===== config.mk =====
export PLATFORM = sky130hd
export DESIGN_NAME = lcm_seq
export DESIGN_NICKNAME = d
export VERILOG_FILES = /design/src/rtl/lcm_pkg.sv /design/src/rtl/lcm_datapath.sv /design/src/rtl/lcm_seq.sv
export SDC_FILE = /design/constraint.sdc
export NUM_CORES = 1
export LEC_CHECK = 0
export BUFFER_PORTS_ARGS = -buffer_cell sky130_fd_sc_hd__buf_2
export CORE_MARGIN = 3
export CORE_UTILIZATION = 54
export DETAILED_ROUTE_END_ITERATION = 8
export GPL_TIMING_DRIVEN = 0
export PLACE_DENSITY_LB_ADDON = 0.08
export SLEW_MARGIN = 20
export SYNTH_ARGS = -nofsm -noshare
export SYNTH_HDL_FRONTEND = slang
export SYNTH_SLANG_ARGS = --single-unit

===== constraint.sdc =====
create_clock -name clk -period 2.6 [get_ports clk]
set_clock_uncertainty 0.05 [all_clocks]
set_input_delay 0.13 -clock clk [delete_from_list [all_inputs] [get_ports clk]]
set_output_delay 0.13 -clock clk [all_outputs]
set_load 0.05 [all_outputs]

===== src/rtl/lcm_pkg.sv =====
// Shared definitions for the sequential LCM unit: controller states and
// result/step-counter width helpers.
package lcm_pkg;

   localparam int unsigned W_DEFAULT = 16;

   typedef enum logic [1:0] {
      S_IDLE = 2'd0,
      S_CALC = 2'd1,
      S_DONE = 2'd2
   } state_t;

   // Result width: the LCM of two W-bit operands fits in 2*W bits.
   function automatic int unsigned rw(input int unsigned w);
      return 2 * w;
   endfunction

   // Step-counter width: at most A+B-2 additions, which fits in W+1 bits.
   function automatic int unsigned sw(input int unsigned w);
      return w + 1;
   endfunction

endpackage


===== src/rtl/lcm_datapath.sv =====
// Operand and running-multiple registers, the 2W-bit adders and the comparator
// of the LCM unit; sequenced entirely by strobes from lcm_seq.
module lcm_datapath
   import lcm_pkg::*;
#(
   parameter int unsigned W = W_DEFAULT
) (
   input  logic                 clk,
   input  logic                 rst,
   input  logic                 load,
   input  logic                 add_a,
   input  logic                 add_b,
   input  logic                 latch_out,
   input  logic [W-1:0]         in_a,
   input  logic [W-1:0]         in_b,
   output logic                 lt,
   output logic                 gt,
   output logic                 eq,
   output logic [rw(W)-1:0]     vout,
   output logic [sw(W)-1:0]     steps
);

   localparam int unsigned RW = rw(W);
   localparam int unsigned SW = sw(W);

   logic [W-1:0]  a_q, a_d;
   logic [W-1:0]  b_q, b_d;
   logic [RW-1:0] ma_q, ma_d;
   logic [RW-1:0] mb_q, mb_d;
   logic [RW-1:0] vout_q, vout_d;
   logic [SW-1:0] steps_q, steps_d;

   always_comb begin
      a_d     = a_q;
      b_d     = b_q;
      ma_d    = ma_q;
      mb_d    = mb_q;
      vout_d  = vout_q;
      steps_d = steps_q;
      // Loading clears vout, so a zero operand reaches DONE with vout=0.
      if (load) begin
         a_d     = in_a;
         b_d     = in_b;
         ma_d    = RW'(in_a);
         mb_d    = RW'(in_b);
         vout_d  = '0;
         steps_d = '0;
      end else begin
         if (add_a) begin
            ma_d    = ma_q + RW'(a_q);
            steps_d = steps_q + SW'(1);
         end
         if (add_b) begin
            mb_d    = mb_q + RW'(b_q);
            steps_d = steps_q + SW'(1);
         end
         if (latch_out) begin
            vout_d = ma_q;
         end
      end
   end

   always_ff @(posedge clk) begin
      if (rst) begin
         a_q     <= '0;
         b_q     <= '0;
         ma_q    <= '0;
         mb_q    <= '0;
         vout_q  <= '0;
         steps_q <= '0;
      end else begin
         a_q     <= a_d;
         b_q     <= b_d;
         ma_q    <= ma_d;
         mb_q    <= mb_d;
         vout_q  <= vout_d;
         steps_q <= steps_d;
      end
   end

   assign lt    = (ma_q < mb_q);
   assign gt    = (ma_q > mb_q);
   assign eq    = (ma_q == mb_q);
   assign vout  = vout_q;
   assign steps = steps_q;

endmodule


===== src/rtl/lcm_seq.sv =====
// Sequential LCM unit: grows two running multiples until they meet, with
// valid/ready handshakes on operand input and result output.
module lcm_seq
   import lcm_pkg::*;
#(
   parameter int unsigned W = W_DEFAULT
) (
   input  logic             clk,
   input  logic             rst,
   input  logic             in_valid,
   output logic             in_ready,
   input  logic [W-1:0]     inA,
   input  logic [W-1:0]     inB,
   output logic             out_valid,
   input  logic             out_ready,
   output logic [2*W-1:0]   vout,
   output logic [W:0]       steps
);

   state_t state_q, state_d;
   logic   load, add_a, add_b, latch_out;
   logic   lt, gt, eq;

   lcm_datapath #(.W(W)) u_dp (
      .clk       (clk),
      .rst       (rst),
      .load      (load),
      .add_a     (add_a),
      .add_b     (add_b),
      .latch_out (latch_out),
      .in_a      (inA),
      .in_b      (inB),
      .lt        (lt),
      .gt        (gt),
      .eq        (eq),
      .vout      (vout),
      .steps     (steps)
   );

   always_comb begin
      state_d   = state_q;
      load      = 1'b0;
      add_a     = 1'b0;
      add_b     = 1'b0;
      latch_out = 1'b0;
      // Handshake outputs are masked during reset so nothing is offered or
      // accepted while a job is being abandoned.
      in_ready  = (state_q == S_IDLE) && !rst;
      out_valid = (state_q == S_DONE) && !rst;
      unique case (state_q)
         S_IDLE: begin
            if (in_valid && in_ready) begin
               load    = 1'b1;
               state_d = ((inA == '0) || (inB == '0)) ? S_DONE : S_CALC;
            end
         end
         S_CALC: begin
            if (eq) begin
               latch_out = 1'b1;
               state_d   = S_DONE;
            end else if (lt) begin
               add_a = 1'b1;
            end else if (gt) begin
               add_b = 1'b1;
            end
         end
         S_DONE: begin
            if (out_ready) begin
               state_d = S_IDLE;
            end
         end
         default: state_d = S_IDLE;
      endcase
   end

   always_ff @(posedge clk) begin
      if (rst) begin
         state_q <= S_IDLE;
      end else begin
         state_q <= state_d;
      end
   end

endmodule

==> results of run 1 <==
[area by class of cell]
class                      instances  area (sq um)
multi-input combinational        742          5790
sequential                       147          3060
fill                             934          3010
timing repair buffer             192          1430
clock buffer                      19           443
buffer                            42           264
tap                              184           230
clock inverter                    12           204
inverter                          42           158
[worst min-delay path, delay by kind of cell]
kind | cells | cell delay (ps)
compound gates | 1 | 200
buf+inv | 1 | 120
simple gates | 1 | 50
[sequential cells by signal, indices dropped and copies added, names as in the netlist]
name	cells
state_q	2
u_dp.a_q	16
u_dp.b_q	16
u_dp.ma_q	32
u_dp.mb_q	32
u_dp.steps	17
u_dp.vout	32
[logic make-up (layout without fill, tap and decap cells)]
family                   after synthesis  after routing  share of synthesized area (%)
XOR/XNOR                              46             46                           4.99
AO/OA/AOI/OAI                        257            257                           20.4
AND/OR/NAND/NOR                      356            356                           21.4
multiplexers                          16             16                           1.99
buffers and inverters                 85            307                           4.20
adder cells (fa/ha/maj)               67             67                           10.6
flip-flops                           147            147                           36.5
[Yosys cell counts, types with 3 or more instances]
master and count:
a22oi_1 11, a22o_1 15, a31oi_1 8, nor3_1 9, inv_1 42, o21bai_1 3
mux2i_1 16, nor2b_1 5, clkbuf_1 34, nor4_1 23, nand4_1 21, a31o_2 4
dfxtp_1 147, and4_1 3, xor2_1 16, xnor2_1 30, o21ai_0 41, nand2_1 161
a211o_1 3, nand3_1 37, or3_1 18, and3_1 9, and2_1 5, a21o_1 13
or4_1 8, o21a_1 10, nand4b_1 3, nor2_1 39, buf_2 4, a32oi_1 3
a21oi_1 101, a221o_1 3, ha_1 65, o31ai_1 12, o31a_1 7, nand2b_1 4
[power breakdown]
group	internal (mW)	switching (mW)	total, mW
Clock	1.73	1.02	2.74
Combinational	0.694	0.834	1.53
Sequential	2.36	0.127	2.48
Total	4.78	1.98	6.76
[metal layers]
metal  track usage, %  share of wire (%)  up-vias
met5                0                  0        -
met2             50.0                 50      384
li1                 -                  -     3971
met1             37.0                 40     4037
met4             11.2                3.9        0
met3             5.42                6.3      104
[through the flow]
step	util [%]	instance area, sq um
4_1_cts	74.7	10900
3_3_place_gp	60.1	8770
2_1_floorplan	-	8110
3_5_place_dp	60.1	8770
6_report	79.4	11600
5_1_grt	79.4	11600
[what timing repair did]
| action | CTS | global route |
|---|---|---|
| resized for setup | 162 | 131 |
| gates cloned | 3 | 4 |
| setup buffers | 54 | 12 |
| setup endpoints to repair | 106 | 104 |
| endpoints found under the hold margin | 54 | 0 |
| hold buffers | 33 | 0 |
| pin swaps | 57 | 50 |
[worst paths after layout]
check / end / slack (ps) / cells past startpoint
setup / recovery: u_dp.mb_q[28] / -130 / 10
hold reg to reg: u_dp.b_q[3] / 400 / 2
hold / removal: state_q[1] / 70 / 3
setup reg to reg: u_dp.mb_q[28] / -130 / 10
==> flow_metrics.py, run 1 <==
metrics = {
    "floorplanning": {
        "boundaryPins": 87,
        "initial_core_util_pct": 55.3,
        "die_y_microns": 128,
        "die_w_microns": 128,
        "die_area_sq_um": 16400,
        "core_sq_um": 14600,
        "row_count": 44,
    },
    "placement": {
        "place_inst": 1244,
        "place.port_buffers": 86,
        "place_congestion": 0.903,
        "dp.final_hpwl_microns": 15800,
        "dp_slack_ps": -647,
    },
    "clock_network": {
        "clkSinkCount": 147,
        "cts_made_buffers": 17,
        "cts_tree": "built",
        "clkLatencyLatePin_ps": 430,
        "max-clock-path-buffers": 2,
        "cts_root_buf": "clkbuf_16",
        "htreeDepth": 4,
        "clkTransAtPathRegs_ps": 60,
    },
    "route": {
        "drt_iter0_markers": 760,
        "vias_per_cell": 6.16,
        "ant_nets": 0,
        "dr_total_vias": 8496,
        "drc_errors": 0,
        "firstDrtPassIters": 5,
        "wl_per_cell_microns": 19.2,
        "wl_microns": 26500,
    },
    "power": {
        "p_total_mw": 6.76,
        "powerDensity_nw_per_um2": 583,
        "irDropWorstVdd_mv": 0.523,
        "p_leak_nw": 4.66,
    },
    "layout": {
        "layout_common_cells": "nand2_1, dfxtp_1, buf_2",
        "final_common_cell": "nand2_1",
        "diodes": 0,
        "area_growth_pct": 43.6,
        "instances_no_fill": 1380,
        "drive_above_1_share_pct": 34.2,
        "finalNetCount": 1287,
    },
    "flow_run": {
        "max-cap-violations": 0,
    },
    "synth": {
        "syn_area_sq_um": 8070,
        "yosys-top-cells-area": "dfxtp_1, ha_1, nand2_1, a21oi_1, xnor2_1",
        "synth-seq-cells": 147,
        "yosys.cell_types.count": 64,
        "async_reset_ff_share_pct": 0,
        "syn_inst": 974,
        "yosys_warnings": 0,
        "avgSynthCellArea_sq_um": 8.28,
        "synth_nets": 1077,
        "yosysTopAreaCellShare_pct": 36.5,
        "synth_edf_count": 0,
        "synth_largest_area_cell": "dfxtp_1",
        "ys.flop_type": "dfxtp_1",
        "seq_area_frac_synth_pct": 36.5,
    },
    "worst_setup_path": {
        "critical_path_buf_inv_count": 2,
        "crit_top_cell": "or4_4",
        "end_kind": "register",
        "r2r-start": "u_dp.mb_q[19]",
        "critPathKind": "reg2reg",
        "worstPathArrival_ps": 3040,
        "critPathTopFamily": "simple AND/OR/NAND/NOR gates",
        "critical_path.startpoint": "u_dp.mb_q[19]",
        "cp_slowest_cell": "or4_4",
        "crit_chain": "inv_1 -> ha_1 -> nand4_1 -> or4_4 -> nor2_4 -> o311ai_4 -> and2_4 -> buf_6 -> or4_4 -> a21oi_2",
        "cp_max_fo": 5,
        "critPathLaunchType": "register",
        "slowest_delay_ps": 560,
        "required_ps": 2910,
    },
    "timing": {
        "fmax_mhz": 367,
        "worst_slack_ps": -126,
        "slew_viol_final": 0,
        "setup_tns_ps": -2620,
        "fin_hold_ws_ps": 73.9,
        "setup_viol": 53,
        "finalCriticalPeriod_ps": 2730,
        "rsz0062_at_grt": "yes",
        "finalCritPeriodShare_pct": 105,
        "worst-slew-pin-transition_ps": 813,
        "maxSlewHeadroom_pct": 45.8,
        "finalHoldViolations": 0,
    },
    "status": {
        "outcome": "complete, but fails checks",
        "violations": "negative setup slack",
    },
    "grt": {
        "overflow": 0,
        "grt_pass1_vias": 7871,
        "antenna_found_initial": 0,
        "grt_start_max_net_pins": 17,
        "grt_pass1_wl_microns": 38800,
        "grtUsageTotal_pct": 29.4,
    },
    "worst_hold_path": {
        "hold_path_class": "in2reg",
        "worstHoldStart": "in_valid",
    },
}
(Power assumes the default switching activity.)
==> run 2: changes to the inputs <==
- TNS_END_PERCENT: default -> 50
==> flow_metrics.py, run 2 (synthesis gave the netlist of run 1 again) <==
metrics = {
    "timing": {
        "rsz0062_at_grt": "yes",
        "worst-slew-pin-transition_ps": 689,
        "fmax_mhz": 357,
        "finalHoldViolations": 0,
        "fin_hold_ws_ps": 68.4,
        "finalCritPeriodShare_pct": 108,
        "worst_slack_ps": -198,
        "slew_viol_final": 0,
        "finalCriticalPeriod_ps": 2800,
        "maxSlewHeadroom_pct": 54.1,
        "setup_viol": 53,
        "setup_tns_ps": -3960,
    },
    "clock_network": {
        "max-clock-path-buffers": 2,
        "clkSinkCount": 147,
        "cts_tree": "built",
        "cts_root_buf": "clkbuf_16",
        "clkLatencyLatePin_ps": 430,
        "clkTransAtPathRegs_ps": 60,
        "cts_made_buffers": 17,
        "htreeDepth": 4,
    },
    "worst_setup_path": {
        "required_ps": 2820,
        "crit_top_cell": "buf_6",
        "critPathLaunchType": "register",
        "crit_chain": "ha_4 -> nand4_1 -> buf_6 -> buf_6 -> nor4_4 -> a21oi_4 -> a21boi_1 -> a31oi_1 -> buf_4 -> buf_12 -> mux2i_1 -> o21ai_0",
        "critPathKind": "reg2reg",
        "slowest_delay_ps": 430,
        "worstPathArrival_ps": 3020,
        "end_kind": "register",
        "reg2reg_slack_ps": -200,
        "reg2reg_to": "u_dp.mb_q[1]",
        "cp_max_fo": 8,
        "r2r-start": "u_dp.ma_q[27]",
        "critPathTopFamily": "compound AO/OA/AOI/OAI gates",
        "critical_path_buf_inv_count": 4,
        "cp_slowest_cell": "nor4_4",
        "worstRegToRegCells": 12,
    },
    "floorplanning": {
        "die_y_microns": 128,
        "initial_core_util_pct": 55.3,
        "die_area_sq_um": 16400,
        "row_count": 44,
        "die_w_microns": 128,
        "core_sq_um": 14600,
        "boundaryPins": 87,
    },
    "layout": {
        "final_common_cell": "nand2_1",
        "utilization_pct": 79.5,
        "nFillCells": 930,
        "finalNetCount": 1301,
        "stdcell_area_sq_um": 11600,
        "area_growth_pct": 43.7,
        "diodes": 0,
        "instances_no_fill": 1395,
        "drive_above_1_share_pct": 34.8,
        "layout_common_cells": "nand2_1, buf_2, dfxtp_1",
    },
    "grt": {
        "grt_pass1_vias": 7901,
        "grtUsageTotal_pct": 29.3,
        "grt_start_max_net_pins": 17,
        "antenna_found_initial": 0,
        "grt_pass1_wl_microns": 38600,
        "overflow": 0,
    },
    "power": {
        "combPwrFrac_pct": 23.3,
        "p_seq_share_pct": 37.1,
        "switching_power_mw": 1.97,
        "p_clk_share_pct": 39.5,
        "p_int_mw": 4.73,
        "p_total_mw": 6.70,
        "irDropWorstVdd_mv": 0.523,
        "powerDensity_nw_per_um2": 578,
        "p_leak_nw": 4.73,
        "swShare_pct": 29.5,
    },
    "route": {
        "ant_nets": 0,
        "drc_errors": 0,
        "vias_per_cell": 6.17,
        "firstDrtPassIters": 6,
        "wl_microns": 26800,
        "wl_per_cell_microns": 19.2,
        "dr_total_vias": 8609,
        "drt_iter0_markers": 703,
    },
    "worst_hold_path": {
        "hold_path_class": "in2reg",
        "worstHoldStart": "in_valid",
        "worst_hold_path.num_cells": 3,
        "holdPathEnd": "state_q[1]",
    },
    "placement": {
        "dp_slack_ps": -869,
        "place.port_buffers": 86,
        "place_inst": 1244,
        "place_congestion": 0.884,
        "place_area_sq_um": 8760,
        "dp.final_hpwl_microns": 15700,
    },
    "status": {
        "violations": "negative setup slack",
        "outcome": "complete, but fails checks",
    },
    "flow_run": {
        "max-cap-violations": 0,
    },
}
-- run 2: cell types whose count changed in the layout (fill, tap and decap cells not counted), sizes merged --
cell / change
buf: +18
bufinv: -1
clkbuf: -3
clkinv: +2
clkinvlp: -1
-- run 2: power groups by stage --
stage	Clock, mW	Sequential (mW)	Combinational (mW)
CTS	2.64	2.47	1.23
global placement	0	2.51	0.941
floorplan	0	2.48	0.709
global route	2.76	2.49	1.68
detailed placement	0	2.51	0.951
finish	2.65	2.49	1.56
-- run 2: worst max-delay path by stage --
stage | startpoint | to | slack (ps) | depth (start not counted)
2_1_floorplan | u_dp.ma_q[0] | u_dp.ma_q[26] | -210 | 10
6_report | u_dp.ma_q[27] | u_dp.mb_q[1] | -200 | 12
4_1_cts | u_dp.mb_q[25] | u_dp.mb_q[26] | -140 | 11
5_1_grt | u_dp.mb_q[25] | u_dp.mb_q[1] | -300 | 13
3_3_place_gp | u_dp.ma_q[0] | u_dp.ma_q[26] | -890 | 10
3_5_place_dp | u_dp.ma_q[0] | u_dp.ma_q[30] | -870 | 10
-- run 2: per-layer routing --
| metal | vias up | part of all wire [%] | track usage [%] |
|---|---|---|---|
| li1 | 3995 | - | - |
| met2 | 411 | 49 | 49.0 |
| met5 | - | 0 | 0 |
| met3 | 107 | 6.7 | 7.08 |
| met4 | 0 | 4.6 | 12.2 |
| met1 | 4096 | 40 | 35.9 |
-- run 2: worst register-to-register path, stage by stage, from the launching register on --
cell and delay (ps):
dfxtp_2 370, ha_4 300, nand4_1 90, buf_6 140, buf_6 120, nor4_4 430, a21oi_4 150, a21boi_1 160
a31oi_1 170, buf_4 170, buf_12 140, mux2i_1 220, o21ai_0 140
-- run 2: cell type report --
cell class              count  area, sq um  area share (%)
plain buffers              42          259            2.23
clock buffers              20          447            3.85
well taps                 184          230            1.99
clock inverters            12          180            1.55
flip-flops and latches    147         3050            26.3
repair buffers            206         1490            12.9
inverters                  42          160            1.38
multi-input cells         742         5770            49.8
-- run 2: timing repair --
item | 4_1_cts | 5_1_grt
endpoints found under the setup margin | 107 | 107
gates resized for setup | 128 | 173
setup buffers | 39 | 44
hold buffers | 33 | 0
pin swaps | 54 | 64
hold endpoints to repair | 55 | 0
cloned | 3 | 2
==> run 3: changes to the inputs <==
- SETUP_SLACK_MARGIN: default -> 0.1
==> flow_metrics.py, run 3 (synthesis gave the netlist of run 1 again) <==
metrics = {
    "timing": {
        "slew_viol_final": 0,
        "maxSlewHeadroom_pct": 42.7,
        "setup_tns_ps": -9710,
        "worst-slew-pin-transition_ps": 860,
        "rsz0062_at_grt": "yes",
        "finalCriticalPeriod_ps": 2950,
        "fmax_mhz": 339,
        "worst_slack_ps": -351,
        "finalHoldViolations": 0,
        "setup_viol": 72,
        "finalCritPeriodShare_pct": 113,
    },
    "route": {
        "wl_microns": 29400,
        "dr_total_vias": 8919,
        "wl_per_cell_microns": 20.9,
        "firstDrtPassIters": 6,
        "vias_per_cell": 6.35,
        "drc_errors": 0,
        "drt_iter0_markers": 737,
        "ant_nets": 0,
    },
    "power": {
        "p_leak_nw": 4.81,
        "powerDensity_nw_per_um2": 568,
        "irDropWorstVdd_mv": 0.554,
        "p_total_mw": 6.84,
    },
    "floorplanning": {
        "die_y_microns": 128,
        "row_count": 44,
        "core_sq_um": 14600,
        "boundaryPins": 87,
        "die_area_sq_um": 16400,
        "initial_core_util_pct": 55.3,
        "die_w_microns": 128,
    },
    "clock_network": {
        "cts_tree": "built",
        "max-clock-path-buffers": 2,
        "htreeDepth": 4,
        "cts_root_buf": "clkbuf_16",
        "cts_made_buffers": 17,
        "clkSinkCount": 147,
        "clkTransAtPathRegs_ps": 60,
        "clkLatencyLatePin_ps": 440,
    },
    "layout": {
        "final_common_cell": "nand2_1",
        "layout_common_cells": "nand2_1, buf_2, dfxtp_1",
        "multi_input_area_sq_um": 6080,
        "area_growth_pct": 49.3,
        "finalNetCount": 1312,
        "diodes": 0,
        "drive_above_1_share_pct": 39.4,
        "stdcell_area_sq_um": 12000,
        "nFillCells": 821,
        "instances_no_fill": 1405,
        "regArea_sq_um": 3050,
    },
    "status": {
        "outcome": "complete, but fails checks",
        "violations": "negative setup slack",
    },
    "grt": {
        "grtUsageTotal_pct": 31.6,
        "grt_pass1_vias": 8285,
        "grt_pass1_wl_microns": 41600,
        "antenna_found_initial": 0,
        "overflow": 0,
        "grt_start_max_net_pins": 17,
    },
    "worst_setup_path": {
        "critPathLaunchType": "register",
        "slowest_delay_ps": 430,
        "crit_chain": "inv_2 -> ha_4 -> nand4_1 -> buf_4 -> nor4_4 -> a21oi_4 -> a21boi_2 -> a31oi_1 -> buf_4 -> buf_12 -> mux2i_2 -> o21ai_1",
        "crit_top_cell": "buf_4",
        "required_ps": 2860,
        "cp_slowest_cell": "nor4_4",
        "critPathKind": "reg2reg",
        "cp_max_fo": 8,
        "worstPathArrival_ps": 3210,
        "end_kind": "register",
    },
    "placement": {
        "place_area_sq_um": 8890,
        "place_inst": 1244,
        "dp.final_hpwl_microns": 16000,
        "place.port_buffers": 86,
        "place_congestion": 0.908,
        "dp_slack_ps": -703,
    },
    "flow_run": {
        "max-cap-violations": 0,
    },
    "worst_hold_path": {
        "hold_path_class": "in2reg",
    },
}
-- run 3: final timing paths --
kind | from | to | slack (ps) | depth (start not counted)
worst max-delay path | u_dp.mb_q[15] | u_dp.mb_q[1] | -350 | 12
worst min register to register | u_dp.vout[0] | u_dp.vout[0] | 400 | 2
worst max register to register | u_dp.mb_q[15] | u_dp.mb_q[1] | -350 | 12
worst min-delay path | rst | u_dp.ma_q[15] | 50 | 3
-- run 3: per-layer routing --
metal | global-route usage [%] | vias up | wire length (microns)
li1 | - | 4021 | -
met1 | 39.2 | 4230 | 11500
met2 | 52.3 | 501 | 14000
met3 | 6.00 | 167 | 2200
met4 | 16.2 | 0 | 1720
met5 | 0 | - | 0
-- run 3: report_power, final --
| group | total [mW] | internal, mW | switching, mW |
|---|---|---|---|
| combinational | 1.70 | 0.776 | 0.927 |
| clock | 2.63 | 1.60 | 1.03 |
| sequential | 2.51 | 2.36 | 0.144 |
-- run 3: repair_timing --
| item | in CTS | in global routing |
|---|---|---|
| endpoints found under the setup margin | 107 | 129 |
| hold buffers | 33 | 0 |
| setup buffers | 52 | 41 |
| gates resized for setup | 222 | 140 |
| cloned | 7 | 2 |
| pin swaps | 80 | 72 |
| endpoints found under the hold margin | 59 | 0 |
-- run 3: stage by stage --
stage / hold slack (ps) / utilization, %
6_report: 51.4 / 82.6
3_5_place_dp: 303 / 60.9
3_3_place_gp: 304 / 60.9
5_1_grt: 57.3 / 82.6
2_1_floorplan: 192 / -
4_1_cts: 25.6 / 77.6
-- run 3: cell type report --
type | count | share of cell area (%)
tap | 184 | 1.91
clock inverter | 12 | 1.52
sequential | 147 | 25.3
timing repair buffer | 217 | 13.3
clock buffer | 19 | 3.59
multi-input combinational | 742 | 50.4
inverter | 42 | 1.35
buffer | 42 | 2.53
-- run 3: worst max-delay path, delay by kind of cell, from the launching register on --
family / cells / cell delay [ps]
buffers and inverters: 4 / 640
and+or+nand+nor: 2 / 590
adders and majority gates: 1 / 280
muxes: 1 / 250
DFF: 1 / 350
AOI/OAI and AO/OA: 4 / 650
